## config.mk

```make
export PLATFORM = sky130hd
export DESIGN_NAME = pressure_pulse_gen_flat
export DESIGN_NICKNAME = d
export VERILOG_FILES = /design/src/rtl/pressure_pulse_gen_if.sv /design/src/rtl/pressure_pulse_gen.sv /design/src/flat_wrapper.sv
export SDC_FILE = /design/constraint.sdc
export NUM_CORES = 1
export LEC_CHECK = 0
export ABC_AREA = 1
export BUFFER_PORTS_ARGS = -buffer_cell sky130_fd_sc_hd__buf_4
export CAP_MARGIN = 15
export CORE_MARGIN = 2
export CORE_UTILIZATION = 30
export DETAILED_ROUTE_END_ITERATION = 8
export PLACE_DENSITY_LB_ADDON = 0.3
export SLEW_MARGIN = 20
export SYNTH_ARGS = -nofsm -noshare
export SYNTH_HDL_FRONTEND = slang
export SYNTH_SLANG_ARGS = --single-unit
```

## constraint.sdc

```tcl
create_clock -name clk -period 2.1 [get_ports clk]
set_input_delay 0.105 -clock clk [delete_from_list [all_inputs] [get_ports clk]]
set_output_delay 0.105 -clock clk [all_outputs]
set_load 0.02 [all_outputs]
```

## src/rtl/pressure_pulse_gen_if.sv

```systemverilog
`timescale 1ns/1ps
`default_nettype none
// ============================================================================
//  Module   : pressure_pulse_gen_if
//  Brief    : Request inputs and slider outputs of the pressure pulse
//             generator. The master side requests bursts and watches the
//             slider lines; the slave side is the generator itself.
//  Revision : 1.0 - initial release
// ============================================================================
interface pressure_pulse_gen_if #(
  parameter int CNT_W = 8
);
  // Burst request
  logic             start;
  logic [1:0]       level;
  logic [CNT_W-1:0] pulse_count;
  logic             abort;

  // Slider lines and status
  logic             slider;
  logic             slider2;
  logic             slider3;
  logic             busy;
  logic             done;
  logic [CNT_W-1:0] pulses_sent;

  modport master (
    output start, level, pulse_count, abort,
    input  slider, slider2, slider3, busy, done, pulses_sent
  );

  modport slave (
    input  start, level, pulse_count, abort,
    output slider, slider2, slider3, busy, done, pulses_sent
  );
endinterface
`default_nettype wire

```

## src/rtl/pressure_pulse_gen.sv

```systemverilog
`timescale 1ns/1ps
`default_nettype none
// ============================================================================
//  Module   : pressure_pulse_gen
//  Brief    : Emulates the pressure-sensor sliders. Emits a burst of N pulses
//             on slider (HIGH_CYC high, LOW_CYC low each) while slider2 and
//             slider3 hold a thermometer code of the latched level. All
//             outputs come straight from flops.
//  Revision : 1.0 - initial release
// ============================================================================
module pressure_pulse_gen #(
  parameter int HIGH_CYC = 4,
  parameter int LOW_CYC  = 4,
  parameter int CNT_W    = 8
) (
  input  wire logic             clk,
  input  wire logic             rst_n,
  pressure_pulse_gen_if.slave   bus
);

  localparam int c_max_cyc = (HIGH_CYC > LOW_CYC) ? HIGH_CYC : LOW_CYC;
  localparam int c_ph_w    = $clog2(c_max_cyc + 1);

  // The phase counter counts down to zero, so each phase loads its length-1.
  localparam logic [c_ph_w-1:0] c_high_load = c_ph_w'(HIGH_CYC - 1);
  localparam logic [c_ph_w-1:0] c_low_load  = c_ph_w'(LOW_CYC - 1);

  typedef enum logic [1:0] {
    S_IDLE = 2'd0,
    S_HIGH = 2'd1,
    S_LOW  = 2'd2
  } state_t;

  state_t             state_q,   state_d;
  logic [c_ph_w-1:0]  ph_q,      ph_d;
  logic [1:0]         lvl_q,     lvl_d;
  logic [CNT_W-1:0]   neff_q,    neff_d;
  logic [CNT_W-1:0]   sent_q,    sent_d;
  logic               slider_q,  slider_d;
  logic               slider2_q, slider2_d;
  logic               slider3_q, slider3_d;
  logic               busy_q,    busy_d;
  logic               done_q,    done_d;

  // Level 0 means "no pressure": the burst collapses to zero pulses.
  logic [CNT_W-1:0]   w_neff;
  // One more pulse still to go after the current one completes.
  logic               w_more;

  assign w_neff = (bus.level == 2'd0) ? '0 : bus.pulse_count;
  // Widened by one bit so the compare stays exact at the full-scale count.
  assign w_more = (({1'b0, sent_q} + 1'b1) < {1'b0, neff_q});

  // Next-state, phase timing and registered-output values.
  always_comb begin
    state_d = state_q;
    ph_d    = ph_q;
    lvl_d   = lvl_q;
    neff_d  = neff_q;
    sent_d  = sent_q;
    done_d  = 1'b0;

    unique case (state_q)
      S_IDLE: begin
        // abort outranks start, so a simultaneous pair is a no-op.
        if (bus.start && !bus.abort) begin
          lvl_d  = bus.level;
          neff_d = w_neff;
          sent_d = '0;
          if (w_neff != '0) begin
            state_d = S_HIGH;
            ph_d    = c_high_load;
          end else begin
            done_d  = 1'b1;
          end
        end
      end

      S_HIGH: begin
        if (bus.abort) begin
          state_d = S_IDLE;
        end else if (ph_q == '0) begin
          state_d = S_LOW;
          ph_d    = c_low_load;
        end else begin
          ph_d    = ph_q - 1'b1;
        end
      end

      S_LOW: begin
        if (bus.abort) begin
          // Completed-pulse count is kept; the partial pulse is not counted.
          state_d = S_IDLE;
        end else if (ph_q == '0) begin
          sent_d = sent_q + 1'b1;
          if (w_more) begin
            state_d = S_HIGH;
            ph_d    = c_high_load;
          end else begin
            state_d = S_IDLE;
            done_d  = 1'b1;
          end
        end else begin
          ph_d = ph_q - 1'b1;
        end
      end

      default: begin
        state_d = S_IDLE;
      end
    endcase

    // Outputs are decoded from the next state so they appear in the cycle the
    // new state takes effect, yet still leave the chip from flops.
    busy_d    = (state_d != S_IDLE);
    slider_d  = (state_d == S_HIGH);
    slider2_d = busy_d && lvl_d[1];
    slider3_d = busy_d && (lvl_d == 2'd3);
  end

  // State, counters and output flops; reset drops every line at once.
  always_ff @(posedge clk or negedge rst_n) begin
    if (!rst_n) begin
      state_q   <= S_IDLE;
      ph_q      <= '0;
      lvl_q     <= '0;
      neff_q    <= '0;
      sent_q    <= '0;
      slider_q  <= 1'b0;
      slider2_q <= 1'b0;
      slider3_q <= 1'b0;
      busy_q    <= 1'b0;
      done_q    <= 1'b0;
    end else begin
      state_q   <= state_d;
      ph_q      <= ph_d;
      lvl_q     <= lvl_d;
      neff_q    <= neff_d;
      sent_q    <= sent_d;
      slider_q  <= slider_d;
      slider2_q <= slider2_d;
      slider3_q <= slider3_d;
      busy_q    <= busy_d;
      done_q    <= done_d;
    end
  end

  assign bus.slider      = slider_q;
  assign bus.slider2     = slider2_q;
  assign bus.slider3     = slider3_q;
  assign bus.busy        = busy_q;
  assign bus.done        = done_q;
  assign bus.pulses_sent = sent_q;

endmodule
`default_nettype wire

```

## src/flat_wrapper.sv

```systemverilog
// flat-port wrapper written by rule: the top's interface ports become plain ports
module pressure_pulse_gen_flat 
#(
  parameter int HIGH_CYC = 4,
  parameter int LOW_CYC  = 4,
  parameter int CNT_W    = 8
)
  (clk, rst_n, bus_start, bus_level, bus_pulse_count, bus_abort, bus_slider, bus_slider2, bus_slider3, bus_busy, bus_done, bus_pulses_sent);
  pressure_pulse_gen_if #(.CNT_W(CNT_W)) bus_i ();
  input  wire logic clk;
  input  wire logic rst_n;
  input wire logic [$bits(bus_i.start)-1:0] bus_start;
  input wire logic [$bits(bus_i.level)-1:0] bus_level;
  input wire logic [$bits(bus_i.pulse_count)-1:0] bus_pulse_count;
  input wire logic [$bits(bus_i.abort)-1:0] bus_abort;
  output wire logic [$bits(bus_i.slider)-1:0] bus_slider;
  output wire logic [$bits(bus_i.slider2)-1:0] bus_slider2;
  output wire logic [$bits(bus_i.slider3)-1:0] bus_slider3;
  output wire logic [$bits(bus_i.busy)-1:0] bus_busy;
  output wire logic [$bits(bus_i.done)-1:0] bus_done;
  output wire logic [$bits(bus_i.pulses_sent)-1:0] bus_pulses_sent;
  assign bus_i.start = bus_start;
  assign bus_i.level = bus_level;
  assign bus_i.pulse_count = bus_pulse_count;
  assign bus_i.abort = bus_abort;
  assign bus_slider = bus_i.slider;
  assign bus_slider2 = bus_i.slider2;
  assign bus_slider3 = bus_i.slider3;
  assign bus_busy = bus_i.busy;
  assign bus_done = bus_i.done;
  assign bus_pulses_sent = bus_i.pulses_sent;
  pressure_pulse_gen #(.HIGH_CYC(HIGH_CYC), .LOW_CYC(LOW_CYC), .CNT_W(CNT_W)) u_core (.clk(clk), .rst_n(rst_n), .bus(bus_i));
endmodule
```

Word level (Yosys, flattened, before mapping)
Index checks and enable logic that the tools add are counted.
Cells by class
  equality and inequality tests: 10
  shifts and indexed selects: 0
  multiplexer cells: 29
  $mul: 0
  bitwise gates (word level): 0
  divide/modulo/power cells: 0
  reduce and logical (&&, ||, !) cells: 14
  order comparisons: 1
  add/subtract/negate cells: 3
Operators by type and width (number)
  2-to-1 mux 8 bit: 4
  2-to-1 mux 3 bit: 7
  2-to-1 mux 2 bit: 8
  one-hot mux 8 bit (2 select lines): 1
  adder 8 x 1 -> 9 bit, second input constant: 1
  less-than comparator 9 x 8 -> 1 bit: 1
  one-hot mux 3 bit (3 select lines): 1
  adder 8 x 1 -> 8 bit, second input constant: 1
  nonzero test 8 bit: 1
  2-to-1 mux 1 bit: 6
  inequality test 2 x 1 -> 1 bit, second input constant: 3
  one-hot mux 2 bit (3 select lines): 1
  AND reduction 6 bit: 1
  equality test 2 x 1 -> 1 bit, second input constant: 2
  equality test 2 bit, second input constant: 2
  logical NOT 2 bit: 2
  inequality test 2 bit, second input constant: 2
  AND reduction 4 bit: 1
  nonzero test 2 bit: 2
  logical AND 1 bit: 3
  logical NOT 3 bit: 1
  inequality test 3 x 2 -> 1 bit, second input constant: 1
  nonzero test 3 bit: 1
  subtractor 3 x 1 -> 3 bit, second input constant: 1
  other kinds (3): 3
Storage, ports and cells
  flip-flop bits (word level): 28
  bits in writable memories: 0
  latch bits: 0
  memories: 0
  memory bits (read-only): 0

Logic depth before layout (Yosys ltp)
  depth in word-level cells: 8
  gate-level depth with buffers: 20
  gate-level depth less buffers: 20

Worst setup path after synthesis
Ideal clock, no wire load.
  kind: register -> register
  start point: register u_core.sent_q[0] (netlist: u_core.bus.pulses_sent[0])
  end point: register u_core.ph_q[0]
  stages on the path, launching flop included: 17
  buffers on the path: 0
  data arrival time: 2.234 ns
  period minus slack after synthesis: 2.357 ns
  slack: -0.257 ns
  cell sequence: dfrtp_1 ha_1 nand2_1 nor2_1 inv_1 nor2_1 nand2_1 xor2_1 inv_1 ha_1 and3_1 nand2_1 nand2_1 nand3_1 nand3_1 nand2_1 o21ai_1
On the way
  longest elaborated chain between the ends: 4
Ends and longest elaborated chain
  start: declaration: RTL line pressure_pulse_gen.sv:38  | logic [CNT_W-1:0] sent_q, sent_d;
  start signal: assignment: RTL line pressure_pulse_gen.sv:139  | sent_q <= sent_d;
  adder 8 x 1 -> 9 bit: RTL line pressure_pulse_gen.sv:52  | assign w_more = (({1'b0, sent_q} + 1'b1) < {1'b0, neff_q});
  less-than comparator 9 x 8 -> 1 bit: RTL line pressure_pulse_gen.sv:52
  inequality test 3 x 2 -> 1 bit (no line)
  AND reduction 6 bit (no line)
  end signal: assignment: RTL line pressure_pulse_gen.sv:136  | ph_q <= ph_d;
  end: declaration: RTL line pressure_pulse_gen.sv:35  | logic [c_ph_w-1:0] ph_q, ph_d;
Every way passes these cells.
A chain may end at the register's enable or synchronous reset.

Worst setup path after layout
  start point: register u_core.sent_q[0] (netlist: u_core.bus.pulses_sent[0])
  end point: register u_core.ph_q[1]
The elaborated chain is that of the path after synthesis.

==> impl_metrics.ini <==
[place]
dpl.hpwl_mm = 2.722
place_congestion = 0.8818
preCtsSetupSlack_ns = -0.2668
dp.cells = 323
port_buffers = 26

[yosys]
ys_seq_area_share_pct = 41.73
netlist_instances = 212
syn_area_um2 = 1679
synth_fa_ha_area_share_pct = 10.43
synthSimpleGateAreaFrac_pct = 23.25
avgSynthCellArea_um2 = 7.920
yosysTopAreaCell = dfrtp_1
ys_ff_latch = 28
synth_top_cell_area_share_pct = 41.73
synth_nets = 240
yosys-top-cells-area = dfrtp_1 (42%), ha_1 (10%), inv_1 (9.6%)
synth_top_family_by_area = simple AND/OR/NAND/NOR gates
synth_compound_area_share_pct = 11.33
synth_mux_area_share_pct = 0
yosys_warnings = 0
synth_xor_area_share_pct = 2.086
synth_cell_types = 26

[global_routing]
grt_max_degree = 29
grt_pass1_vias = 1496
grt_antenna_before_repair = 0
grt_usage_pct = 12.92
grt_pass1_wl_mm = 6.472
grt-ovfl-total = 0

[worst_setup_path]
critPathSlowestCell = dfrtp_2
ff2ff_setup_slack_ns = -0.15
critical_path_class = register to register
cp_slowest_stage_delay_ns = 0.42
end_kind = register
cp.required_ns = 2.27
path_max_fanout = 6
path_cells = nand3_2 > nor2_2 > inv_2 > nor3_2 > xor2_1 > inv_1 > ha_4 > a21oi_2 > nand3_1 > inv_1 > nand2_2 > buf_6 > nand3_4 > nand3_4 > nand2_1 > o21ai_1
cp.arrival_ns = 2.42
reg2reg_depth = 16
worstReg2RegEnd = u_core.ph_q[1]$_DFFE_PN0P_
startpoint_type = register
regToRegStartpoint = u_core.bus.pulses_sent[0]$_DFFE_PN0P_

[sta]
setup_viol = 9
fin_crit_ns = 2.252
maxSlewViolCount = 0
skew_ns = 0.004230
max_freq_mhz = 444.1
setup_slack_ns = -0.1519
grt_setup_unrepaired = true
relSlewSlack_pct = 71.72
worst_slew_pin_slew_ns = 0.4228
finalHoldViolations = 0
setup_tns_ns = -1.126
post-route-period-util_pct = 107.2

[pwr]
switching_share_pct = 41.21
cellPowerDensity_nw_per_um2 = 966.7
clkPwrFrac_pct = 14.9
internal_power_uw = 1346
p_leak_uw = 0.001202
seqPwrFrac_pct = 35.0
p_switching_uw = 943.6
pwr-share-comb_pct = 50.1
vdd_ir_drop_max_mv = 0.4249

[clocking]
htreeDepth = 1
cts_num_sinks = 28
clock_latency_ns = 0.28
path_clk_slew_ns = 0.10
cts_tree = done
cts_root_buf = clkbuf_8
cts_max_path_buffers = 2
numCtsBuffers = 3

[floorplanning]
die_h_um = 78.82
num_rows = 27
dieWidth_um = 78.82
initial_core_util_pct = 30.87
coreArea_um2 = 5439
die_area_um2 = 6212
ioPinCount = 27

[hold_path]
hold_class = input pin to register
min_to = u_core.bus.done$_DFF_PN0_
hold_path_depth = 2
hold_start = bus_abort

[drt]
viasPerCell = 4.485
drt_iter0_drc = 41
routedWlPerCell_um = 11.06
first_pass_iters = 4
ant_nets = 0
drc = 0
totalWireLength_mm = 3.738
vias = 1516

[outcome]
status = finished, violations left
violations = setup timing

[final_layout]
diodes = 0
area_delta_synth_final_pct = 41.06
final_cells = 338
final_nets = 295
drive_gt1_share_pct = 37.97

[flow_run]
cap_violations = 0
-- stage by stage --
step                cell area (um^2)  util (%)  power (uW)  hold slack (ns)
floorplan                       1708         -        1523          -0.1906
global placement                2091     38.44        1789          0.04660
detailed placement              2091     38.44        1812          0.05149
CTS                             2288     42.08        2263          0.01942
global route                    2369     43.55        2491          0.02359
finish                          2369     43.55        2290          0.02169
-- layout make-up --
type	count	area [um^2]
clock buffers	4	55.05
fillers	552	3070
inverters	46	172.7
multi-input cells	136	949.7
flip-flops and latches	28	704.4
well taps	72	90.09
repair buffers	52	396.6
-- cells by family (layout without fill, tap and decap cells) --
group	count (synthesis)	count (layout)
and+or+nand+nor	83	83
adders and majority gates	14	14
DFF	28	28
AOI/OAI and AO/OA	35	35
buffers and inverters	48	102
xor gates and xnor gates	4	4
-- what timing repair did --
| action | CTS | global route |
|---|---|---|
| hold buffers | 1 | 0 |
| buffers inserted | 6 | 4 |
| endpoints found under the setup margin | 9 | 9 |
| hold endpoints to repair | 28 | 0 |
| resized for setup | 18 | 15 |
| pin swaps | 19 | 19 |
-- sequential cells by signal (all words and copies together), names as in the netlist --
register and cells:
u_core.bus.busy 1, u_core.bus.done 1, u_core.bus.pulses_sent 8, u_core.bus.slider 1
u_core.bus.slider2 1, u_core.bus.slider3 1, u_core.lvl_q 2, u_core.neff_q 8
u_core.ph_q 3, u_core.state_q 2
-- worst max path at each step --
| stage | startpoint | depth (start not counted) | to |
|---|---|---|---|
| 2_1_floorplan | u_core.bus.pulses_sent[0]$_DFFE_PN0P_ | 16 | u_core.ph_q[0]$_DFFE_PN0P_ |
| 3_3_place_gp | u_core.bus.pulses_sent[0]$_DFFE_PN0P_ | 17 | u_core.bus.slider2$_DFF_PN0_ |
| 3_5_place_dp | u_core.bus.pulses_sent[0]$_DFFE_PN0P_ | 17 | u_core.bus.slider3$_DFF_PN0_ |
| 4_1_cts | u_core.bus.pulses_sent[0]$_DFFE_PN0P_ | 17 | u_core.ph_q[1]$_DFFE_PN0P_ |
| 5_1_grt | u_core.bus.pulses_sent[0]$_DFFE_PN0P_ | 16 | u_core.bus.slider2$_DFF_PN0_ |
| 6_report | u_core.bus.pulses_sent[0]$_DFFE_PN0P_ | 16 | u_core.ph_q[1]$_DFFE_PN0P_ |
-- layout by cell type (no fill, tap or decap) --
| cell | instances |
|---|---|
| or2_2 | 1 |
| inv_1 | 38 |
| xor2_2 | 1 |
| o21ai_2 | 1 |
| nand2_2 | 8 |
| nand4_1 | 2 |
| nor3_4 | 1 |
| nor3_2 | 1 |
| nor2_2 | 2 |
| o22ai_1 | 5 |
| nor2_4 | 4 |
| nand3_2 | 2 |
| inv_2 | 8 |
| and3_4 | 1 |
| o21ai_0 | 12 |
| nand2_1 | 35 |
| a211oi_1 | 2 |
| nand3_1 | 14 |
| a21oi_1 | 2 |
| clkbuf_8 | 4 |
| nand3_4 | 2 |
| ha_1 | 10 |
| buf_6 | 1 |
| dlygate4sd3_1 | 1 |
| dfrtp_2 | 3 |
| dfrtp_1 | 25 |
| buf_4 | 50 |
| nand2_4 | 2 |
| nor2_1 | 8 |
| xor2_1 | 3 |
| a21oi_2 | 5 |
| ha_4 | 4 |
| o21ai_1 | 8 |
-- worst max-delay path, delay by kind of cell (launching register included) --
family / cells / cell delay (ns)
fa+ha+maj: 1 / 0.25
simple gates: 8 / 0.75
compound gates: 2 / 0.17
buf+inv: 4 / 0.35
flops: 1 / 0.42
xor+xnor: 1 / 0.20
-- synthesized netlist by cell type (all sizes together) --
cell and instances:
a211oi 2, a21oi 7, and3 1, buf 1, clkbuf 1, dfrtp 28, ha 14, inv 46
nand2 45, nand3 18, nand4 2, nor2 14, nor3 2, o21ai 21, o22ai 5, or2 1
xor2 4
-- power by group through the flow --
stage               Sequential (uW)  Combinational, uW  Clock (uW)
floorplan                       848                675           0
finish                          801               1150         341
detailed placement              813                999           0
global placement                809                980           0
CTS                             802               1110         351
global route                    824               1290         375
-- layer usage --
layer	wire length, um	global-route usage (%)	share of wire [%]	vias to the layer above
li1	-	-	-	779
met1	1768	17.17	47	693
met2	1763	21.62	47	37
met3	144	1.818	3.9	7
met4	62	4.483	1.7	0
met5	0	0	0	-
(Power assumes the default switching activity.)
